$ cat config.mk
export PLATFORM = sky130hd
export DESIGN_NAME = access_arbiter
export DESIGN_NICKNAME = d
export VERILOG_FILES = /design/src/rtl/access_arbiter_pkg.sv /design/src/rtl/access_arbiter_code_rank.sv /design/src/rtl/access_arbiter.sv
export SDC_FILE = /design/constraint.sdc
export NUM_CORES = 1
export LEC_CHECK = 0
export CAP_MARGIN = 20
export CORE_UTILIZATION = 55
export CTS_BUF_LIST = sky130_fd_sc_hd__clkbuf_2 sky130_fd_sc_hd__clkbuf_4 sky130_fd_sc_hd__clkbuf_8
export DETAILED_ROUTE_END_ITERATION = 8
export PLACE_DENSITY = 0.89
export SLEW_MARGIN = 20
export SYNTH_ARGS = -nofsm -noshare
export SYNTH_HDL_FRONTEND = slang
export SYNTH_SLANG_ARGS = --single-unit
$ cat constraint.sdc
create_clock -name clk -period 2.25 [get_ports clk]
set_input_delay 0.3375 -clock clk [delete_from_list [all_inputs] [get_ports clk]]
set_output_delay 0.3375 -clock clk [all_outputs]
set_load 0.02 [all_outputs]
$ cat src/rtl/access_arbiter_pkg.sv
// access_arbiter_pkg: shared user-code constants, rank width and FSM state encodings for the access arbiter
package access_arbiter_pkg;
    localparam logic [2:0] CODE_IDLE = 3'b000;
    localparam logic [2:0] CODE_R1   = 3'b110;
    localparam logic [2:0] CODE_R2   = 3'b001;
    localparam logic [2:0] CODE_R3   = 3'b011;
    localparam logic [2:0] CODE_R4   = 3'b101;
    localparam int RANK_W = 3;
    localparam logic [1:0] ST_IDLE = 2'd0;
    localparam logic [1:0] ST_GNT0 = 2'd1;
    localparam logic [1:0] ST_GNT1 = 2'd2;
    localparam logic [1:0] ST_REL  = 2'd3;
endpackage

$ cat src/rtl/access_arbiter_code_rank.sv
// code_rank: maps a 3-bit user code to its priority rank (0 = no request)
//   code    in  3       user code
//   rank    out RANK_W  1..4 for valid codes, 0 otherwise
//   valid   out 1       code is one of the four ranked codes
//   invalid out 1       code is non-idle but not rankable
module code_rank
    import access_arbiter_pkg::*;
(
    input  logic [2:0]        code,
    output logic [RANK_W-1:0] rank,
    output logic              valid,
    output logic              invalid
);
    assign rank = code == CODE_R4 ? RANK_W'(4) :
                  code == CODE_R3 ? RANK_W'(3) :
                  code == CODE_R2 ? RANK_W'(2) :
                  code == CODE_R1 ? RANK_W'(1) : '0;
    assign valid   = rank != '0;
    assign invalid = code != CODE_IDLE && !valid;
endmodule

$ cat src/rtl/access_arbiter.sv
// access_arbiter: two-interface priority arbiter with pending-requester memory and optional hold timeout (ARB_TIMEOUT_EN)
//   clk, rst (async, active-high)
//   req0_code / req1_code in  3  interface user codes, 000 = no request
//   done                  in  1  owner release pulse
//   grant                 out 2  one-hot owner, [0] = IF0, [1] = IF1
//   grant_code            out 3  owner's code, 000 when idle
//   pending_valid/_code   out    deferred requester
//   busy                  out 1  FSM not idle
//   err_invalid           out 1  invalid code seen on previous cycle
module access_arbiter
    import access_arbiter_pkg::*;
#(
    parameter int HOLD_MAX = 16,
    parameter int CNT_W    = 5
) (
    input  logic       clk,
    input  logic       rst,
    input  logic [2:0] req0_code,
    input  logic [2:0] req1_code,
    input  logic       done,
    output logic [1:0] grant,
    output logic [2:0] grant_code,
    output logic       pending_valid,
    output logic [2:0] pending_code,
    output logic       busy,
    output logic       err_invalid
);
    logic [RANK_W-1:0] r0, r1;
    logic v0, v1, i0, i1;
    logic [1:0] state, state_n;
    logic pend_if, pi_n, pv_n;
    logic [2:0] pc_n;
    logic timeout;

    code_rank u_rank0 (.code(req0_code), .rank(r0), .valid(v0), .invalid(i0));
    code_rank u_rank1 (.code(req1_code), .rank(r1), .valid(v1), .invalid(i1));

    wire in_gnt = state == ST_GNT0 || state == ST_GNT1;
    wire owner = state == ST_GNT1;
    wire own_v = owner ? v1 : v0;
    wire oth_v = owner ? v0 : v1;
    wire [2:0] own_code = owner ? req1_code : req0_code;
    wire [2:0] oth_code = owner ? req0_code : req1_code;
    wire p_v = pend_if ? v1 : v0;
    wire [2:0] p_code = pend_if ? req1_code : req0_code;
    // ties go to IF0
    wire win0 = v0 && (!v1 || r0 >= r1);
    wire win1 = v1 && !win0;

`ifdef ARB_TIMEOUT_EN
    logic [CNT_W-1:0] hold_cnt;
    assign timeout = in_gnt && hold_cnt == CNT_W'(HOLD_MAX - 1);
    always_ff @(posedge clk or posedge rst)
        if (rst) hold_cnt <= '0;
        else hold_cnt <= (in_gnt && state_n == state) ? hold_cnt + 1'b1 : '0;
`else
    wire cfg_unused = HOLD_MAX > CNT_W;
    assign timeout = 1'b0;
`endif

    always_comb begin
        state_n = state;
        pv_n = pending_valid;
        pc_n = pending_code;
        pi_n = pend_if;
        // a waiting requester tracks its interface's code and drops out when it withdraws
        if (pending_valid) begin
            pv_n = p_v;
            pc_n = p_v ? p_code : CODE_IDLE;
        end
        if (in_gnt) begin
            if (!pending_valid && oth_v) begin
                pv_n = 1'b1;
                pi_n = ~owner;
                pc_n = oth_code;
            end else if (timeout && own_v && !pending_valid) begin
                pv_n = 1'b1;
                pi_n = owner;
                pc_n = own_code;
            end
            if (done || !own_v || timeout) state_n = ST_REL;
        end else if (state == ST_REL && pending_valid && p_v && p_code == pending_code) begin
            state_n = pend_if ? ST_GNT1 : ST_GNT0;
            pv_n = 1'b0;
            pc_n = CODE_IDLE;
        end else begin
            state_n = win0 ? ST_GNT0 : win1 ? ST_GNT1 : ST_IDLE;
            pv_n = v0 && v1;
            pi_n = win0;
            pc_n = (v0 && v1) ? (win0 ? req1_code : req0_code) : CODE_IDLE;
        end
    end

    always_ff @(posedge clk or posedge rst) begin
        if (rst) begin
            state <= ST_IDLE;
            grant <= '0;
            grant_code <= CODE_IDLE;
            pending_valid <= 1'b0;
            pending_code <= CODE_IDLE;
            pend_if <= 1'b0;
            err_invalid <= 1'b0;
        end else begin
            state <= state_n;
            grant <= {state_n == ST_GNT1, state_n == ST_GNT0};
            grant_code <= state_n == ST_GNT0 ? req0_code : state_n == ST_GNT1 ? req1_code : CODE_IDLE;
            pending_valid <= pv_n;
            pending_code <= pc_n;
            pend_if <= pi_n;
            err_invalid <= i0 | i1;
        end
    end

    assign busy = state != ST_IDLE;
endmodule

==> out/results.tsv <==
stage	metric	value	unit
logic_synthesis	postSynthCellCount	133	
clock_network	htree_levels	1	
grt	grt-ovfl-total	0	
logic_synthesis	avgSynthCellArea	9.07	µm²
sta	finalWorstSetupSlack	-63.6	ps
setup_path	path_delay_family	compound AO/OA/AOI/OAI gates	
finish	fillerInstances	84	
logic_synthesis	synth_area	0.00121	mm²
placed_design	place.port_buffers	19	
setup_path	start_kind	input pin	
floorplanning	die_h	48.8	µm
grt	met1_usage	49.7	%
floorplanning	start_util	60.3	%
drt	wl_per_cell	26.5	µm
drt	vias_per_cell	7.42	
finish	fin_nets	195	
sta	tightest_slew	596	ps
clock_network	cts_made_buffers	3	
finish	multi_input_area	945	µm²
setup_path	crit_cells	9	
logic_synthesis	synth_top_flop_cell	dfrtp_1	
run_status	status	complete, but fails checks	
sta	relSlewSlack	59.9	%
grt	gr-usage-all-layers	42.8	%
pwr	peakVddDrop	0.984	mV
finish	drive_above_1_share	41.9	%
sta	fmax	432	MHz
sta	fin_skew	10.0	ps
finish	area_growth	49.1	%
sta	finalSetupViolCount	8	
setup_path	cp_cell_sequence	clkdlybuf4s15_1 > xor2_2 > and2_1 > ha_1 > nand2b_4 > a31oi_4 > o221a_4 > o32ai_4 > and3b_1	
sta	period_needed	2310	ps
clock_network	ctsRootBufferMaster	clkbuf_4	
setup_path	r2r_slack	-50	ps
pwr	pwr_density_cell	1240	mW/mm²
grt	grt_pass1_wl	7410	µm
logic_synthesis	netlist-cell-type-count	49	
logic_synthesis	synth_edf_count	0	
logic_synthesis	synth_warnings	0	
logic_synthesis	synth_nets	148	
sta	finalHoldViolations	0	
finish	post_layout_nonfiller_instances	206	
drt	vias	1529	
grt	grt.busiest_layer	met2	
sta	finalCritPeriodShare	103	%
logic_synthesis	synth.area.top_cells	dfrtp_1 (27%), mux2i_1 (6.6%), ha_1 (6.2%), nor3b_1 (3.1%), nand3_1 (2.9%)	
setup_path	end_kind	register	
logic_synthesis	synth_top_cells_by_count	dfrtp_1 (13), inv_1 (9), mux2i_1 (8), nor2_1 (8), nand3_1 (7)	
clock_network	clockBufferDepth	2	
logic_synthesis	ys_ff_latch	13	
logic_synthesis	ys_async_sr_fraction	100	%
setup_path	crit_buf_inv	1	
floorplanning	dieArea	0.00238	mm²
logic_synthesis	synth_top_area_cell	dfrtp_1	
floorplanning	num_io_pins	20	
setup_path	critPathLaunch	req1_code[0]	
clock_network	cts.sinks	13	
clock_network	clk_pin_slew_worst_paths	80	ps
sta	setup-tns-final	-357	ps
placed_design	globalplace.congestion	0.894	
clock_network	cts_tree	done	
grt	grt_max_degree	14	
finish	diodes	0	
finish	seq_area	329	µm²
setup_path	r2r_end	grant_code[1]	
job	drv_cap	0	
grt	antenna_found_initial	0	
setup_path	critPathKind	input pin to register	
sta	grt_setup_unrepaired	yes	
setup_path	cp.required	2420	ps
grt	global_route.usage.met2	68.3	%
floorplanning	dieWidth	48.8	µm
hold_path	hold_path_class	input pin to async pin	
placed_design	dpl.cell_count	199	
placed_design	dp_hpwl	2510	µm
setup_path	reg2reg_depth	8	
setup_path	worstSetupEndpoint	grant[1]	
setup_path	crit_path_top_delay_cell	o32ai_4	
logic_synthesis	yosysMostFrequentCell	dfrtp_1	
drt	routed_wl	5460	µm
drt	drc	0	
sta	slew_viol_final	0	
run_status	violations	negative setup slack	
pwr	p_leak	0.798	nW
clock_network	clock_latency	290	ps
setup_path	worst-path-max-fanout	6	
setup_path	critPathMaxStageDelay	400	ps
logic_synthesis	ys_seq_area_share	27.0	%
drt	drt_iter0_drc	153	
setup_path	arrival	2480	ps
setup_path	reg2reg_from	pend_if	
logic_synthesis	synth_top_area_share	27.0	%
sta	hold_ws	380	ps
floorplanning	coreArea	0.00200	mm²
grt	grt_pass1_vias	1433	
floorplanning	fp-row-count	16	
grt	grtUsageMet3	10.9	%
drt	first_pass_iters	5	
drt	ant_nets	0	
clock_network	hold_buffers	0	
-- routing by layer --
layer | vias up | routed length (µm)
met5 | - | 0
met4 | 0 | 582
met3 | 71 | 702
met2 | 166 | 2370
met1 | 711 | 1800
li1 | 581 | -
-- layout make-up --
class | count | share of cell area (%)
clock buffer | 4 | 1.67
inverter | 9 | 1.88
multi-input combinational | 102 | 52.5
sequential | 13 | 18.3
tap | 27 | 1.88
timing repair buffer | 51 | 23.7
-- metrics by stage --
step / worst slack, ps / util [%] / area (µm²) / power, mW
floorplan: 50.9 / - / 1210 / 1.28
global placement: -372 / 79.4 / 1590 / 1.63
detailed placement: -446 / 79.4 / 1590 / 1.68
CTS: 90.3 / 84.1 / 1680 / 1.91
global route: -91.3 / 89.8 / 1800 / 2.30
finish: -63.6 / 89.8 / 1800 / 2.22
-- cell families after synthesis --
family                     synth area share, %
buffers and inverters                     7.68
xor gates and xnor gates                  2.91
muxes                                     7.78
and+or+nand+nor                           24.1
adders and majority gates                 6.22
AOI/OAI and AO/OA                         24.4
DFF                                       27.0
-- repair_timing --
item                                    in CTS  in global routing
setup buffers                                1                  2
resized for setup                           20                 25
endpoints found under the hold margin        0                  0
endpoints found under the setup margin      11                 10
pin swaps                                    7                  5
-- placed cells by master (no fill, tap or decap), drive strengths merged, types with 4 or more instances in the layout --
| cell type | netlist | routed |
|---|---|---|
| buf | 6 | 32 |
| clkdlybuf4s50 | 0 | 13 |
| dfrtp | 13 | 13 |
| inv | 9 | 9 |
| mux2i | 9 | 9 |
| nor2 | 8 | 8 |
| nand3 | 8 | 8 |
| o21ai | 6 | 6 |
| ha | 6 | 6 |
| a21oi | 6 | 6 |
| nor3b | 6 | 6 |
| nand2 | 5 | 5 |
| clkbuf | 3 | 5 |
| a21o | 4 | 4 |
-- how the worst min path moves through the flow --
stage / startpoint / end / slack [ps] / depth (start not counted)
3_3_place_gp: pending_code[1] / pending_code[1] / 550 / 1
3_5_place_dp: pending_code[1] / pending_code[1] / 560 / 1
5_1_grt: rst / pending_code[2] / 440 / 2
2_1_floorplan: rst / err_invalid / 210 / 1
4_1_cts: rst / pend_if / 380 / 2
6_report: rst / pending_code[0] / 380 / 2
-- flip-flops by register name (all words and copies together), names as in the netlist --
name,cells
err_invalid,1
grant,2
grant_code,3
pend_if,1
pending_code,3
pending_valid,1
state,2
-- power by group --
group	switching [mW]	internal, mW	total, mW	leakage, nW
clock	0.0789	0.0811	0.160	0.0184
sequential	0.122	0.332	0.454	0.159
combinational	0.926	0.681	1.61	0.620
total	1.13	1.09	2.22	0.798
No activity file was read; power rests on OpenSTA's default activity.
==> RTL change: new RTL, config.mk and constraints unchanged <==
Build with the macro `ARB_TIMEOUT_EN` defined.
--- a/src/rtl/access_arbiter.sv
+++ b/src/rtl/access_arbiter.sv
@@ -8,4 +8,6 @@
 //   busy                  out 1  FSM not idle
 //   err_invalid           out 1  invalid code seen on previous cycle
+`define ARB_TIMEOUT_EN
+
 module access_arbiter
     import access_arbiter_pkg::*;
Function: same outputs for any inputs over 10 cycles, from zero or initial values and one cycle with rst high; that may be too few to reach the edited logic, so the function may still have changed.
==> RTL change against the original RTL <==
- the flow finishes with violations (DRC, setup timing)
- wire length is 35% higher
- cell area is 27% higher
- core utilization is 0.24 points lower
- synthesized area is 27% higher
- setup slack worse by 110 ps
- maximum frequency is 4.5% lower
- power is 33% higher
- cell count is 31% higher
- sequential cell count is 5 higher
- largest cell class unchanged
- largest power group unchanged
==> RTL change: results (changes against the original RTL) <==
stage,metric,value,unit,change
route,post-DR wirelength/cell,27.38,um,+3.3%
placed_design,DP HPWL,3.606,mm,+43%
logic_synthesis,Compound-Gate Fraction of Synth Area,22.39,%,-2.0 points
logic_synthesis,post-synthesis adder-cell area fraction,6.536,%,+0.31 points
route,1st-iter DRT viols,343,,+120%
grt,first-pass GRT wire length,9.335,mm,+26%
worst_setup_path,largest stage delay on the critical path,300,ps,-100 ps
logic_synthesis,leading post-synthesis cells by cell area,"dfrtp_1, mux2i_1, ha_1, nand2_1, nor2b_1",,
worst_setup_path,Worst R2R Setup Slack,-120,ps,-70 ps
logic_synthesis,Yosys cell types,54,,+10%
outcome,status,finished with violations,,
clock_tree,total CTS buffers,3,,unchanged
logic_synthesis,top cells by instance count after synthesis,"dfrtp_1, nand2_1, mux2i_1",,
grt,vias in the first global route,1883,,+31%
logic_synthesis,Syn Nets,188,,+27%
layout,largest registers,"hold_cnt x5, grant_code x3, pending_code x3",,
grt,GRT Overall Usage,45.80,%,+3.0 points
timing,max_slew headroom,52.92,%,-7.0 points
worst_setup_path,worst-path fanout max,3,,-3
layout,share of cells above drive strength 1,38.08,%,-3.8 points
route,via count,2020,,+32%
worst_setup_path,Worst Path Arrival,2600,ps,+120 ps
placed_design,global placement routability congestion,0.9268,,+3.7%
logic_synthesis,xor/xnor cell area share of the yosys netlist,4.412,%,+1.5 points
timing,final worst slack,-171.4,ps,-107.8 ps
logic_synthesis,sequential-to-total area share from yosys stat,29.41,%,+2.4 points
outcome,violated checks,"DRC, setup timing",,
worst_setup_path,worst r2r src,state[0],,
logic_synthesis,share of synthesized area spent on multiplexers,8.987,%,+1.2 points
clock_tree,"CTS clk-pin slew, worst paths",100,ps,+20 ps
worst_setup_path,r2r endpoint,pending_code[0],,
power,Leak,0.001071,uW,+34%
timing,final setup violation count,9,,+1
route,DR pass1 iterations,9,,+4
worst_setup_path,Crit-path slowest cell,dlygate4sd2_1,,
route,DRC viols,43,,+43
layout,fin nets,258,,+32%
power,Power Internal,1541,uW,+41%
power,peak supply drop,1232,uV,+25%
RTL change: cell types whose count changed after synthesis, moves of 3 or more:
cell | before | now
and3_1 | 0 | 4
dfrtp_1 | 13 | 18
mux2i_1 | 8 | 11
nand2_1 | 5 | 17
nor2b_1 | 2 | 6
nor3_1 | 1 | 4
nor3b_1 | 5 | 1
RTL change: per-stage QoR:
stage,hold WS (ps),area [um^2],setup slack (ps),cells
after global routing,587.8,2280,-260.0,269
after CTS,466.7,2211,-24.56,266
after floorplan,276.1,1541,-8.818,171
after global placement,510.6,2047,-358.2,256
final,481.4,2280,-171.4,269
after detailed placement,536.6,2047,-524.2,256
RTL change: worst max path at each step:
stage / slack [ps] / end / start
after detailed placement: -520 / grant[1] / req1_code[2]
final: -170 / pending_code[1] / req1_code[2]
after CTS: -20 / grant_code[2] / hold_cnt[1]
after floorplan: -9 / grant[0] / req1_code[0]
after global routing: -260 / pending_code[0] / state[0]
after global placement: -360 / grant[0] / req1_code[2]
RTL change: timing repair:
item / 4_1_cts / 5_1_grt
cloned: 1 / 1
setup buffers: 6 / 2
resized for setup: 19 / 13
endpoints found under the setup margin: 10 / 16
pin swaps: 6 / 4
RTL change: logic make-up after synthesis:
| kind of cell | count (synthesis) |
|---|---|
| compound gates | 44 |
| xor+xnor | 6 |
| fa+ha+maj | 8 |
| buf+inv | 21 |
| flops | 18 |
| mux | 13 |
| simple gates | 61 |
RTL change: worst max-delay path: cells and delay by family:
kind	cells	cell delay, ps
buffers and inverters	2	450
and+or+nand+nor	2	370
muxes	1	290
adders and majority gates	1	260
AOI/OAI and AO/OA	4	640
xor gates and xnor gates	1	240
RTL change: layer usage:
layer	wire length, um	global-route usage (%)	vias up
met2	3043	72.29	241
met1	2485	47.87	913
met4	726	29.06	0
li1	-	-	761
met3	1108	22.78	105
met5	0	0	-
RTL change: power groups by stage:
stage | Combinational, uW | Clock [uW] | Sequential [uW]
6_report | 2230 | 157 | 578
4_1_cts | 1920 | 160 | 554
5_1_grt | 2280 | 173 | 577
3_3_place_gp | 1640 | 0 | 546
3_5_place_dp | 1730 | 0 | 558
2_1_floorplan | 944 | 0 | 615
RTL change: layout make-up:
class,count,area [um^2]
Clock buffer,3,22.52
Inverter,10,37.54
Timing Repair Buffer,75,613.1
Fill cell,101,265.3
Tap cell,30,37.54
Sequential cell,18,451.7
Multi-Input combinational cell,133,1117
